### config.mk
export PLATFORM = sky130hd
export DESIGN_NAME = regfile_write_arbiter
export DESIGN_NICKNAME = d
export VERILOG_FILES = /design/src/rtl/regfile_write_arbiter.sv
export SDC_FILE = /design/constraint.sdc
export NUM_CORES = 1
export LEC_CHECK = 0
export BUFFER_PORTS_ARGS = -buffer_cell sky130_fd_sc_hd__buf_2
export CAP_MARGIN = 20
export CORE_UTILIZATION = 35
export DETAILED_ROUTE_END_ITERATION = 6
export GPL_TIMING_DRIVEN = 0
export SLEW_MARGIN = 40
export SYNTH_ARGS = -nofsm -noshare
export SYNTH_HDL_FRONTEND = slang
export SYNTH_SLANG_ARGS = --single-unit
export TNS_END_PERCENT = 10
### constraint.sdc
create_clock -name Clk -period 2.92 [get_ports Clk]
set_input_delay 0.438 -clock Clk [delete_from_list [all_inputs] [get_ports Clk]]
set_output_delay 0.438 -clock Clk [all_outputs]
set_load 0.005 [all_outputs]
### src/rtl/regfile_write_arbiter.sv
// Two-port writeback arbiter sharing the register file's single write port.
// Each requester has a one-entry buffer; pending entries are snooped for read hazards.
module regfile_write_arbiter #(
    parameter bit ROUND_ROBIN = 1'b1
) (
    input  logic        Clk,
    input  logic        Reset_n,
    input  logic        AValid,
    input  logic [4:0]  AAddr,
    input  logic [31:0] AData,
    output logic        AReady,
    input  logic        BValid,
    input  logic [4:0]  BAddr,
    input  logic [31:0] BData,
    output logic        BReady,
    input  logic [4:0]  ReadRegister1,
    input  logic [4:0]  ReadRegister2,
    output logic        Hazard1,
    output logic        Hazard2,
    output logic        RegWrite,
    output logic [4:0]  WriteRegister,
    output logic [31:0] WriteData
);

    typedef enum logic {
        PORT_A = 1'b0,
        PORT_B = 1'b1
    } port_e;

    logic        a_full_q, a_full_d;
    logic [4:0]  a_addr_q, a_addr_d;
    logic [31:0] a_data_q, a_data_d;
    logic        b_full_q, b_full_d;
    logic [4:0]  b_addr_q, b_addr_d;
    logic [31:0] b_data_q, b_data_d;
    port_e       last_q, last_d;
    port_e       older_q, older_d;

    logic grant_a, grant_b;
    logic a_push, b_push;
    logic a_keep, b_keep;

    // Equal addresses always follow fill order so per-register write order holds.
    always_comb begin
        grant_a = 1'b0;
        grant_b = 1'b0;
        if (a_full_q && b_full_q) begin
            if (a_addr_q == b_addr_q) begin
                if (older_q == PORT_A) grant_a = 1'b1;
                else                   grant_b = 1'b1;
            end else if (ROUND_ROBIN && (last_q == PORT_A)) begin
                grant_b = 1'b1;
            end else begin
                grant_a = 1'b1;
            end
        end else if (a_full_q) begin
            grant_a = 1'b1;
        end else if (b_full_q) begin
            grant_b = 1'b1;
        end
    end

    always_comb begin
        AReady = Reset_n & (~a_full_q | grant_a);
        BReady = Reset_n & (~b_full_q | grant_b);
        a_push = AValid & AReady;
        b_push = BValid & BReady;
        a_keep = a_full_q & ~grant_a;
        b_keep = b_full_q & ~grant_b;

        a_full_d = a_push | a_keep;
        a_addr_d = a_push ? AAddr : a_addr_q;
        a_data_d = a_push ? AData : a_data_q;
        b_full_d = b_push | b_keep;
        b_addr_d = b_push ? BAddr : b_addr_q;
        b_data_d = b_push ? BData : b_data_q;

        last_d = last_q;
        if (grant_a)      last_d = PORT_A;
        else if (grant_b) last_d = PORT_B;

        // A refill counts as a new entry, so the untouched buffer becomes older.
        older_d = older_q;
        if (a_push && b_push) older_d = PORT_A;
        else if (a_push)      older_d = b_keep ? PORT_B : PORT_A;
        else if (b_push)      older_d = a_keep ? PORT_A : PORT_B;
    end

    always_comb begin
        RegWrite      = 1'b0;
        WriteRegister = '0;
        WriteData     = '0;
        if (grant_a) begin
            RegWrite      = |a_addr_q;
            WriteRegister = a_addr_q;
            WriteData     = a_data_q;
        end else if (grant_b) begin
            RegWrite      = |b_addr_q;
            WriteRegister = b_addr_q;
            WriteData     = b_data_q;
        end

        Hazard1 = (a_full_q && (a_addr_q == ReadRegister1) && (a_addr_q != 5'd0)) ||
                  (b_full_q && (b_addr_q == ReadRegister1) && (b_addr_q != 5'd0));
        Hazard2 = (a_full_q && (a_addr_q == ReadRegister2) && (a_addr_q != 5'd0)) ||
                  (b_full_q && (b_addr_q == ReadRegister2) && (b_addr_q != 5'd0));
    end

    always_ff @(posedge Clk or negedge Reset_n) begin
        if (!Reset_n) begin
            a_full_q <= 1'b0;
            a_addr_q <= '0;
            a_data_q <= '0;
            b_full_q <= 1'b0;
            b_addr_q <= '0;
            b_data_q <= '0;
            last_q   <= PORT_B;
            older_q  <= PORT_A;
        end else begin
            a_full_q <= a_full_d;
            a_addr_q <= a_addr_d;
            a_data_q <= a_data_d;
            b_full_q <= b_full_d;
            b_addr_q <= b_addr_d;
            b_data_q <= b_data_d;
            last_q   <= last_d;
            older_q  <= older_d;
        end
    end

endmodule
==> impl_metrics.csv, run 1 <==
group,metric,value,unit
run_status,status,"finished, final reports clean",
pwr,clkPwrFrac,0.326,
placed_design,place_congestion,0.829,
synthesis,yosysUniqueCellTypes,38,
finish,nFillCells,1039,
global_route,grt.total_usage,0.181,
timing,period_needed,2.84,ns
global_route,first_global_vias,3061,
finish,n_antenna_cell,0,
synthesis,yosys_most_used_dff,"dfrtp_1",
setup_path,worstPathRequired,2.48,ns
pwr,p_int,2.48,mW
timing,final-max-slew-violation-count,0,
floorplan,die_x,108,um
timing,relSlewSlack,0.723,
synthesis,yosys_warnings,0,
finish,syn2layout_area_growth,32.6,%
synthesis,synth_seq_cells,78,
clocking,cts.sinks,78,
timing,post-route-period-util,0.972,
setup_path,crit_top_cell,"buf_2",
drt,wirelength,10.0,mm
drt,drtPass1Iterations,4,
setup_path,slowest_delay,0.35,ns
drt,drtIter0Drc,97,
timing,report.final.hold_viol_count,0,
pwr,p_comb_frac,0.271,
drt,drc,0,
pwr,finalPower,3.43,mW
timing,rsz0062_at_grt,"true",
global_route,grt-busiest-layer,"met2",
timing,max_freq,352,MHz
finish,final_util,0.479,
clocking,htree_levels,3,
setup_path,start_kind,"flop",
timing,fin_worst_skew,0.00772,ns
floorplan,die_y,108,um
timing,setup_viol,0,
floorplan,start_util,0.361,
synthesis,syn_avg_cell_area,13.6,um2
pwr,p_sw,947,uW
pwr,power.density,654,mW/mm2
run,max_cap_viol_count,0,
global_route,grt.met2_usage,0.296,
drt,wl_per_cell,17.1,um
pwr,peakVddDrop,322,uV
floorplan,placementRows,38,
global_route,met3_usage,0.0506,
clocking,numCtsBuffers,9,
setup_path,path_cells,"buf_2, xor2_1, nor3_4, nand4_1, o311a_1, buf_6, buf_4, a22o_1, buf_2",
synthesis,yosysSeqAreaShare,0.494,
min_path,hp-class,"input port to flop",
global_route,grt_overflow_total,0,
global_route,met1_usage,0.230,
timing,tightest_slew,0.415,ns
setup_path,cp_num_buf_inv,4,
setup_path,critPathCaptureType,"primary output",
clocking,clockRootBuffer,"clkbuf_16",
global_route,grt_max_degree,49,
pwr,p_leak,2.59,nW
setup_path,crit_path_top_delay_cell,"dfrtp_1",
placed_design,place_hpwl,7.01,mm
clocking,clock_latency,0.33,ns
setup_path,crit_fanout,10,
clocking,cts_tree,"done",
floorplan,io_pins,130,
setup_path,cpLargestDelayFamily,"buffers and inverters",
drt,via_count,2906,
floorplan,die-area,0.0117,mm2
synthesis,synth_cells,291,
global_route,grt_pass1_wl,15.9,mm
synthesis,synth_area,0.00395,mm2
clocking,cts.clk_slew.worst_paths,0.06,ns
global_route,antenna_found_initial,0,
synthesis,postSynth.asyncResetShare,1.00,
setup_path,critical_path_class,"flop to primary output",
floorplan,core_area,0.0109,mm2
synthesis,synth_fp_nets,379,
synthesis,synth_edf_count,0,
finish,drive_gt1_frac,0.563,
setup_path,arrival,2.40,ns
finish,finalNetCount,527,
pwr,switching_share,0.276,
pwr,p_seq_frac,0.403,
clocking,clockBufferDepth,2,
drt,viasPerCell,4.98,
drt,ant_nets,0,
placed_design,port_buffers,129,
## worst register-to-register path, stage by stage, from the launching register on
cell and delay [ns]:
dfrtp_1 0.35, buf_2 0.17, xor2_1 0.20, nor3_4 0.34, a21oi_4 0.09, buf_4 0.16, o311ai_4 0.43, buf_4 0.28
buf_8 0.19, mux2_4 0.31
## path summary, 6_finish.rpt
kind / from / slack, ns / cells after the start / end
worst max-delay path: a_addr_q[3] / 0.08 / 9 / WriteData[13]
worst min-delay path: AData[15] / 0.32 / 2 / a_data_q[15]
worst max register to register: a_addr_q[3] / 0.29 / 9 / b_addr_q[1]
worst min register to register: a_data_q[15] / 0.50 / 1 / a_data_q[15]
max in group asynchronous: Reset_n / 1.95 / 3 / last_q
min in group asynchronous: Reset_n / 0.47 / 2 / a_data_q[24]
## cell usage after synthesis (2+ instances only)
| cell type | count | area [um2] |
|---|---|---|
| nor2_1 | 3 | 11.3 |
| xnor2_1 | 8 | 70.1 |
| nand3_1 | 4 | 20.0 |
| a21oi_1 | 3 | 15.0 |
| dfrtp_1 | 77 | 1930 |
| a22o_1 | 38 | 333 |
| nor3_1 | 7 | 35.0 |
| o22ai_1 | 2 | 12.5 |
| xor2_1 | 17 | 149 |
| buf_8 | 3 | 45.0 |
| mux2_4 | 30 | 450 |
| inv_1 | 3 | 11.3 |
| buf_6 | 5 | 56.3 |
| o31a_1 | 2 | 17.5 |
| mux2_2 | 36 | 405 |
| buf_2 | 11 | 55.1 |
| mux2_1 | 8 | 90.1 |
| nand2_1 | 7 | 26.3 |
| and3_1 | 3 | 18.8 |
| clkbuf_1 | 6 | 22.5 |
## sequential cells by signal, summed over array words and instances, names as in the netlist
name      count
a_full_q      1
last_q        1
a_data_q     32
older_q       1
b_full_q      1
a_addr_q      5
b_data_q     32
b_addr_q      5
## routing by layer
layer  part of all wire  up-vias
li1                   -     1358
met1               0.44     1422
met2               0.47      113
met3              0.072       13
met4              0.015        0
met5                  0        -
## per-stage QoR
step | cells | hold WS, ns | TNS, ns | area [um2] | worst slack [ns]
after global routing | 584 | 0.310 | -0.221 | 5240 | -0.0316
after global placement | 560 | 0.474 | -35.63 | 4770 | -0.713
after detailed placement | 561 | 0.346 | 0 | 4800 | 0.0151
final | 584 | 0.321 | 0 | 5240 | 0.0804
after CTS | 579 | 0.312 | -0.233 | 5150 | -0.0327
after floorplan | 291 | 0.142 | 0 | 3950 | 0.608
## logic make-up after synthesis
logic type,after synthesis,share of synthesized area
DFF,78,0.494
AOI/OAI and AO/OA,56,0.123
muxes,74,0.239
xor gates and xnor gates,25,0.0554
and+or+nand+nor,28,0.0371
buffers and inverters,30,0.0510
## cell usage in the layout, fill, tap and decap left out, drive strengths merged, types with 3 or more instances in the layout
cell type  synthesis  layout
clkbuf             6      16
nand3              4       4
dfrtp             77      77
mux2              74      74
nand2              7       7
nor2               3       3
a21oi              4       4
and3               3       3
xor2              17      17
a22o              38      38
xnor2              8       8
nor3               8       8
inv                3       3
buf               21     158
## power by group through the flow
stage	clock network (mW)	logic (mW)	registers (mW)
2_1_floorplan	0	0.595	1.37
3_3_place_gp	0	0.858	1.39
3_5_place_dp	0	0.884	1.40
4_1_cts	1.15	0.901	1.38
5_1_grt	1.19	1.02	1.40
6_report	1.12	0.930	1.38
## area by class of cell
class | count | area, um2 | area share
flip-flops and latches | 78 | 1950 | 0.373
clock buffers | 11 | 243 | 0.0463
inverters | 3 | 11.3 | 0.00215
well taps | 140 | 175 | 0.0334
repair buffers | 137 | 747 | 0.143
multi-input cells | 183 | 1820 | 0.347
clock inverters | 5 | 58.8 | 0.0112
plain buffers | 27 | 234 | 0.0447
## repair_timing
item | in CTS | in global routing
hold buffers | 2 | 0
pin swaps | 0 | 2
buffers inserted | 0 | 4
endpoints found under the hold margin | 28 | 0
gates resized for setup | 8 | 23
setup endpoints to repair | 30 | 60
(Power assumes the default switching activity.)
==> run 2, diff against run 1 <==
--- a/config.mk
+++ b/config.mk
@@ -10,6 +10,7 @@
 export CORE_UTILIZATION = 35
 export DETAILED_ROUTE_END_ITERATION = 6
 export GPL_TIMING_DRIVEN = 0
+export RECOVER_POWER = 25
 export SLEW_MARGIN = 40
 export SYNTH_ARGS = -nofsm -noshare
 export SYNTH_HDL_FRONTEND = slang
==> run 2 against run 1 <==
The flow now finishes with violations (max-capacitance violations, max-slew violations). Final area fell by 0.31%. Clock skew barely moved. Sequential cell count did not move. Sequential share of layout area rose by 0.12 points. Utilization fell by 0.15 points. Register-to-register slack barely moved. First-iteration DRC count did not move. Largest cell class unchanged. Largest power group unchanged.
==> impl_metrics.csv, run 2 (synthesized netlist as in run 1, its figures left out) <==
group,metric,value,unit
timing,max_freq,352,MHz
placed_design,port_buffers,129,
global_route,grt_overflow_total,0,
pwr,p_int,2.48,mW
run_status,status,"finished with violations",
floorplan,die_y,108,um
drt,viasPerCell,4.98,
finish,layout_commonest_cell,"buf_2",
finish,finalNetCount,527,
min_path,min_path_cells,2,
clocking,htree_levels,3,
pwr,power.density,656,mW/mm2
global_route,grt_pass1_wl,15.9,mm
placed_design,dp_slack,0.0151,ns
drt,ant_nets,0,
timing,tightest_slew,1.58,ns
clocking,clock_latency,0.33,ns
timing,relSlewSlack,-0.0502,
clocking,clockBufferDepth,2,
pwr,p_comb_frac,0.271,
min_path,hold_start,"AData[15]",
pwr,clkPwrFrac,0.326,
timing,post-route-period-util,0.972,
timing,finalSetupTns,0,ns
setup_path,crit_fanout,10,
placed_design,place_congestion,0.829,
floorplan,die-area,0.0117,mm2
finish,drive_gt1_frac,0.561,
clocking,clockRootBuffer,"clkbuf_16",
timing,fin_worst_skew,0.00772,ns
floorplan,die_x,108,um
setup_path,rrSetupSlack,0.29,ns
timing,timing.hold.ws,0.321,ns
floorplan,io_pins,130,
setup_path,r2r_end,"b_addr_q[1]",
run_status,violations,"max-capacitance violations, max-slew violations",
setup_path,r2r_start,"a_addr_q[3]",
setup_path,worstPathRequired,2.48,ns
floorplan,placementRows,38,
clocking,cts_tree,"done",
setup_path,start_kind,"flop",
pwr,p_leak,2.58,nW
clocking,cts.sinks,78,
pwr,p_sw,946,uW
pwr,peakVddDrop,322,uV
timing,period_needed,2.84,ns
finish,n_antenna_cell,0,
setup_path,rr_worst_depth,9,
finish,reg_top3,"a_data_q (32), b_data_q (32)",
global_route,antenna_found_initial,0,
run,max_cap_viol_count,1,
setup_path,critical_path_class,"flop to primary output",
floorplan,start_util,0.361,
setup_path,critPathCaptureType,"primary output",
finish,layout_common_cells,"buf_2, dfrtp_1, a22o_1",
drt,wirelength,10.0,mm
global_route,first_global_vias,3061,
placed_design,place_hpwl,7.01,mm
drt,wl_per_cell,17.1,um
pwr,p_seq_frac,0.403,
drt,drtPass1Iterations,4,
finish,syn2layout_area_growth,32.2,%
finish,nFillCells,1042,
timing,rsz0062_at_grt,"true",
global_route,grt.total_usage,0.181,
drt,drtIter0Drc,97,
global_route,grt_max_degree,49,
timing,final-max-slew-violation-count,29,
setup_path,startpoint,"a_addr_q[3]",
clocking,cts.clk_slew.worst_paths,0.06,ns
drt,via_count,2906,
setup_path,arrival,2.40,ns
finish,final_util,0.477,
timing,report.final.hold_viol_count,0,
clocking,numCtsBuffers,9,
floorplan,core_area,0.0109,mm2
min_path,hold_end,"a_data_q[15]",
pwr,switching_share,0.276,
timing,layout_setup_ws,0.0804,ns
min_path,hp-class,"input port to flop",
drt,drc,0,
timing,setup_viol,0,
-- run 2: layer usage --
| metal | up-vias | wire length (um) | GRT usage |
|---|---|---|---|
| li1 | 1357 | - | - |
| met1 | 1423 | 4410 | 0.230 |
| met2 | 113 | 4730 | 0.296 |
| met3 | 13 | 721 | 0.0506 |
| met4 | 0 | 145 | 0.0558 |
| met5 | - | 0 | 0 |
-- run 2: worst max path at each step --
stage               slack, ns       endpoint
finish                   0.08  WriteData[13]
global route            -0.03  WriteData[14]
CTS                     -0.03  WriteData[14]
detailed placement       0.02  WriteData[22]
global placement        -0.71    a_addr_q[3]
floorplan                0.61  WriteData[10]
-- run 2: what timing repair did --
action	CTS	global route
pin swaps	0	2
setup buffers	0	4
setup endpoints to repair	30	60
hold endpoints to repair	28	0
cloned	0	0
resized for setup	8	23
hold buffers	2	0
-- run 2: critical path: stages, from the launching register on --
cell and delay [ns]:
dfrtp_1 0.35, buf_2 0.17, xor2_1 0.20, nor3_4 0.33, nand4_1 0.15, o311a_1 0.17, buf_6 0.16, buf_4 0.18
a22o_1 0.24, buf_2 0.12
-- run 2: power by group through the flow --
stage | clock network, mW | logic [mW] | registers [mW]
2_1_floorplan | 0 | 0.595 | 1.37
3_3_place_gp | 0 | 0.858 | 1.39
3_5_place_dp | 0 | 0.884 | 1.40
4_1_cts | 1.15 | 0.901 | 1.38
5_1_grt | 1.19 | 1.01 | 1.40
6_report | 1.12 | 0.927 | 1.38
-- run 2: area by class of cell --
cell class | instances | area (um2) | share of cell area
clock buffers | 11 | 243 | 0.0465
inverters | 3 | 11.3 | 0.00216
clock inverters | 5 | 58.8 | 0.0113
multi-input cells | 183 | 1820 | 0.348
flip-flops and latches | 78 | 1950 | 0.374
repair buffers | 137 | 731 | 0.140
well taps | 140 | 175 | 0.0335
plain buffers | 27 | 234 | 0.0448
-- run 2: per-stage QoR --
stage | instance area, um2 | total power, mW | std cells
after floorplan | 3950 | 1.96 | 291
after global placement | 4770 | 2.24 | 560
after detailed placement | 4800 | 2.28 | 561
after CTS | 5150 | 3.43 | 579
after global routing | 5220 | 3.61 | 584
final | 5220 | 3.42 | 584
